==> src/rtl/prog_counter_pkg.sv <==
// Shared constants for the programmable up/down counter: saturation mode and
// count direction encodings.
package prog_counter_pkg;
  localparam int   MODE_WRAP = 0;
  localparam int   MODE_SAT  = 1;
  localparam logic DIR_UP    = 1'b1;
  localparam logic DIR_DN    = 1'b0;
endpackage

==> src/rtl/prog_counter_step_adder.sv <==
// Combinational WIDTH+1-bit add/subtract; bit WIDTH is carry-out (up) or
// borrow (down).
module step_adder
  import prog_counter_pkg::*;
#(
  parameter int WIDTH = 4
) (
  input  logic [WIDTH-1:0] a,
  input  logic [WIDTH-1:0] b,
  input  logic             up_dn,
  output logic [WIDTH:0]   sum
);
  always_comb begin
    if (up_dn == DIR_UP) sum = {1'b0, a} + {1'b0, b};
    else                 sum = {1'b0, a} - {1'b0, b};
  end
endmodule

==> src/rtl/prog_counter.sv <==
// Programmable up/down counter with load, variable step, and wrap or
// saturate behaviour on carry/borrow; ovf flags the event for one cycle.
module prog_counter
  import prog_counter_pkg::*;
#(
  parameter int WIDTH    = 4,
  parameter int SATURATE = MODE_WRAP
) (
  input  logic             clk,
  input  logic             rst,
  input  logic             en,
  input  logic             load,
  input  logic [WIDTH-1:0] load_val,
  input  logic             up_dn,
  input  logic [WIDTH-1:0] step,
  output logic [WIDTH-1:0] count,
  output logic             ovf,
  output logic             at_max,
  output logic             at_min
);
  logic [WIDTH-1:0] count_q, count_d;
  logic             ovf_q, ovf_d;
  logic [WIDTH:0]   sum;

  step_adder #(.WIDTH(WIDTH)) u_step_adder (
    .a     (count_q),
    .b     (step),
    .up_dn (up_dn),
    .sum   (sum)
  );

  always_comb begin
    count_d = count_q;
    ovf_d   = 1'b0;
    if (load) begin
      count_d = load_val;
    end else if (en) begin
      if (sum[WIDTH]) begin
        ovf_d = 1'b1;
        // Saturation pins to the limit in the direction of travel.
        if (SATURATE == MODE_SAT)
          count_d = (up_dn == DIR_UP) ? {WIDTH{1'b1}} : '0;
        else
          count_d = sum[WIDTH-1:0];
      end else begin
        count_d = sum[WIDTH-1:0];
      end
    end
  end

  always_ff @(posedge clk) begin
    if (rst) begin
      count_q <= '0;
      ovf_q   <= 1'b0;
    end else begin
      count_q <= count_d;
      ovf_q   <= ovf_d;
    end
  end

  assign count  = count_q;
  assign ovf    = ovf_q;
  assign at_max = (count_q == {WIDTH{1'b1}});
  assign at_min = (count_q == '0);
endmodule

==> config.mk <==
export PLATFORM = sky130hd
export DESIGN_NAME = prog_counter
export DESIGN_NICKNAME = d
export VERILOG_FILES = /design/src/rtl/prog_counter_pkg.sv /design/src/rtl/prog_counter_step_adder.sv /design/src/rtl/prog_counter.sv
export SDC_FILE = /design/constraint.sdc
export NUM_CORES = 1
export LEC_CHECK = 0
export CORE_AREA = 2 2 39 41
export CTS_CLUSTER_DIAMETER = 150
export CTS_CLUSTER_SIZE = 10
export DETAILED_ROUTE_END_ITERATION = 8
export DIE_AREA = 0 0 41 43
export PLACE_DENSITY = 0.7
export SLEW_MARGIN = 15
export SYNTH_ARGS = -nofsm -noshare
export SYNTH_HDL_FRONTEND = slang
export SYNTH_SLANG_ARGS = --single-unit
==> constraint.sdc <==
create_clock -name clk -period 6.3 [get_ports clk]
set_input_delay 1.26 -clock clk [delete_from_list [all_inputs] [get_ports clk]]
set_output_delay 1.26 -clock clk [all_outputs]
set_load 0.02 [all_outputs]
======== After elaboration in Yosys (flattened, before gate mapping) ========
Index checks and enable logic that the tools add are counted.
word-level totals
  input port bits ......................... 13
  ROM bits ................................ 0
  logic and storage cells ................. 13
  latch bits .............................. 0
  output and inout bits ................... 7
  memories kept ........................... 0
  RAM bits ................................ 0
  register bits after elaboration ......... 5
cells by class
  add/sub/neg operators ................... 2
  divide/modulo/power cells ............... 0
  bitwise operators ....................... 1
  shifts and indexed selects .............. 0
  reduce and logical (&&, ||, !) cells .... 3
  $mul .................................... 0
  $lt $le $gt $ge ......................... 0
  muxes and demuxes ....................... 4
  equality and inequality tests ........... 1
operators with widths
  cell                                         number
  4-bit two-way mux                            2
  4-bit by 4-bit adder with 5-bit output       1
  5-bit two-way mux                            1
  4-bit by 4-bit subtractor with 5-bit output  1
  4-bit == test, second input constant         1
  4-bit logical NOT                            1
  3-bit OR reduction                           1
  2-bit nonzero test                           1
  1-bit two-way mux                            1
  1-bit inverter                               1

======== Depth between registers and ports, before layout ========
  depth after elaboration ................. 4
  mapped depth ............................ 9
  depth with buffers taken out ............ 9

======== Cells and area by module ========
A second synthesis with hierarchy kept.
second synthesis, totals
  cells, all modules ...................... 45
  area total of the unflattened synthesis .. 430.4 µm²
by module, submodules not included
  module        times used  cells an instance  sequential area each (µm²)  area each (µm²)
  prog_counter  1           22                 100.1                       235.2
  step_adder    1           23                 0.0                         195.2

======== Least setup slack after synthesis ========
Ideal clock, no wire load.
  path type ............................... input-to-reg
  from .................................... input port step[0]
  to ...................................... register ovf_q (netlist: ovf)
  library setup time ...................... 0.134 ns
  cell stages on the path ................. 8
  buffers on the path ..................... 0
  required time ........................... 6.166 ns
  data arrival time ....................... 2.791 ns
  setup slack ............................. 3.375 ns
  cell sequence ........................... inv_1 > ha_1 > mux2_2 > fa_1 > a21o_2 > a21oi_1 > xor2_1 > nor4_1
on the way
  cells in the longest elaborated chain, start to end .. 3
  elaborated cells on any way between the ends .. 4
  classes of those cells .................. 2 x add/sub; 2 x mux
RTL lines
  element                                                                                                       RTL line                                                      text
  start: declaration                                                                                            prog_counter.sv:15                                            input logic [WIDTH-1:0] step,
  4-bit by 4-bit subtractor with 5-bit output / 4-bit by 4-bit adder with 5-bit output (equally long branches)  prog_counter_step_adder.sv:15, prog_counter_step_adder.sv:14
  5-bit two-way mux *                                                                                           prog_counter_step_adder.sv:14                                 if (up_dn == DIR_UP) sum = {1'b0, a} + {1'b0, b};
  1-bit two-way mux *                                                                                           prog_counter.sv:38                                            if (sum[WIDTH]) begin
  end signal: assignment                                                                                        prog_counter.sv:57                                            ovf_q <= ovf_d;
  end: declaration                                                                                              prog_counter.sv:22                                            logic ovf_q, ovf_d;
Mark *: on every way between the ends. The rest lies on a longest branch, timed or not.
A chain may end at the register's enable or synchronous reset.

======== Worst setup path in the final report ========
Same ends and word-level chain as after synthesis.

==> impl_metrics.ini <==
[global_routing]
grt_pass1_vias = 423
grt_pass1_wl_um = 1704
grt_max_degree = 11
grtUsageTotal = 0.1427
antenna_found_initial = 0
overflow = 0

[logic_synthesis]
yosysMostFrequentCell = nor2_1
synth_commonest_cells = nor2_1, a21oi_1, dfxtp_1, ha_1
synth_cell_types = 22
yosysWarnings = 0
ys.flop_type = dfxtp_1
async_reset_ff_frac = 0
synth_area_per_cell_um2 = 8.292
synthCells = 51
synth_nets = 70
syn_area_um2 = 422.9
yosysSeqAreaShare = 0.2367
yosysTopAreaCellShare = 0.2367
synth_edf_count = 0
synth-seq-cells = 5
yosys-top-cells-area = dfxtp_1, ha_1, a21oi_1
yosysTopAreaCell = dfxtp_1

[worst_setup_path]
ff2ff_setup_slack_ns = 4.63
crit_required_ns = 6.41
critPathLaunchType = primary input
arrival_ns = 3.41
criticalPathCategory = in -> reg
end_kind = register
r2r-start = count[0]$_SDFFE_PP0P_
r2r_end = ovf$_SDFF_PP0_
crit_fanout = 3
r2r_cells = 6

[detailed_routing]
routed_via_density = 4.898
drt-initial-drc-count = 5
wirelength_um = 960
first_pass_iters = 4
detail-route-antenna-nets = 0
route.detailed.drc = 0
wl_per_cell_um = 10.91
vias = 431

[sta]
rsz0062_at_grt = false
relSlewSlack = 0.7693
fin_hold_ws_ns = 0.7073
fin_skew_ns = 0.002003
setup_viol = 0
tightest_slew_ns = 0.3450
slew_violations = 0
hold_viol = 0
worst_slack_ns = 3.005
period_share = 0.5231
period_needed_ns = 3.295
fmaxAchievable_ghz = 0.3034
tns_ns = 0

[floorplanning]
core-area_um2 = 1384
die_y_um = 43
die_area_um2 = 1763
start_util = 0.3056
num_rows = 14
fp.dieW_um = 41
pin_count = 20

[min_path]
hold_path.class = reg -> reg
min_path_cells = 4
whs_endpoint = count[2]$_SDFFE_PP0P_
min-delay-start = count[2]$_SDFFE_PP0P_

[clocking]
htreeDepth = 1
clock-sinks = 5
clkLatencyLatePin_ns = 0.24
numCtsBuffers = 3
cts_resized = 0
cts_max_path_buffers = 2
hold_buffers = 0
postCtsSetupRepairBufs = 0
cts.clk_slew.worst_paths_ns = 0.04
cts_tree = built
root_buffer = clkbuf_4

[layout]
nets = 92
layout-drive-gt1-share = 0.08333
stdcell_count = 88
fillers = 158
area_growth_pct = 53.85
diodes = 0

[place]
gp_congestion = 0.7676
dp.cells = 84
place_hpwl_um = 761.3
portBuffers = 19
place_ws_ns = 2.745

[run_status]
status = complete, no violations

[flow_run]
drv_cap = 0

[power]
leakage_nw = 0.2771
p_per_area_nw_per_um2 = 185.4
ir_drop_mv = 0.06963
-- stage by stage --
step                      total power, mW  instance area [um^2]    util
final                              0.1206                 650.6  0.4702
after global routing               0.1316                 650.6  0.4702
after CTS                          0.1227                 650.6  0.4702
after detailed placement          0.08397                 624.3  0.4512
after global placement            0.08364                 624.3  0.4512
after floorplan                   0.06463                 422.9       -
-- layout make-up --
| type | instances | area, um^2 | area share |
|---|---|---|---|
| Timing Repair Buffer | 19 | 190.2 | 0.2923 |
| Clock buffer | 4 | 26.28 | 0.04038 |
| Sequential cell | 5 | 100.1 | 0.1538 |
| Multi-Input combinational cell | 41 | 302.8 | 0.4654 |
| Tap cell | 16 | 20.02 | 0.03077 |
| Inverter | 3 | 11.26 | 0.01731 |
-- worst max-delay path: stages --
cell	delay [ns]
clkdlybuf4s50_1	0.51
inv_1	0.06
ha_1	0.28
mux2_2	0.29
fa_1	0.44
a21o_2	0.21
a21oi_1	0.17
xor2_1	0.16
nor4_1	0.06
-- metal layers --
layer  routed length [um]  GRT usage  vias to the layer above
met5                    0          0                        -
met4                   17     0.1000                        0
met3                   52    0.03141                        4
met2                  424     0.1969                       13
met1                  465     0.1871                      190
li1                     -          -                      224
-- cell usage in the layout, fill, tap and decap left out, types with 2 or more instances in the layout --
cell type        synthesis  routed
clkdlybuf4s50_1          0      19
inv_1                    3       3
dfxtp_1                  5       5
nor4_1                   2       2
clkbuf_4                 0       3
nor2_1                   9       9
a21oi_1                  7       7
mux2i_1                  2       2
nand3_1                  2       2
ha_1                     5       5
xor2_1                   3       3
-- flip-flops by register name, indices dropped and copies added (netlist names) --
register / count
ovf: 1
count: 4
-- logic make-up (layout without fill, tap and decap cells) --
| kind of cell | count (synthesis) | after routing | synth area share |
|---|---|---|---|
| compound gates | 12 | 12 | 0.1805 |
| xor+xnor | 4 | 4 | 0.08286 |
| fa+ha+maj | 6 | 6 | 0.1953 |
| buf+inv | 5 | 26 | 0.04732 |
| flops | 5 | 5 | 0.2367 |
| mux | 3 | 3 | 0.07396 |
| simple gates | 16 | 16 | 0.1834 |
-- power by group --
| part | internal, mW | switching (mW) |
|---|---|---|
| combinational | 0.0248 | 0.0212 |
| clock | 0.0240 | 0.0135 |
| sequential | 0.0342 | 0.00302 |
-- how the worst max path moves through the flow --
stage / start / end / slack (ns) / depth (start not counted)
final: step[0] / ovf$_SDFF_PP0_ / 3.00 / 9
after global routing: step[0] / ovf$_SDFF_PP0_ / 2.85 / 9
after CTS: step[0] / ovf$_SDFF_PP0_ / 3.00 / 9
after detailed placement: step[0] / ovf$_SDFF_PP0_ / 2.75 / 9
after global placement: step[0] / ovf$_SDFF_PP0_ / 2.77 / 9
after floorplan: step[0] / ovf$_SDFF_PP0_ / 3.38 / 8
Note: power is estimated with default switching activity, not from simulation.
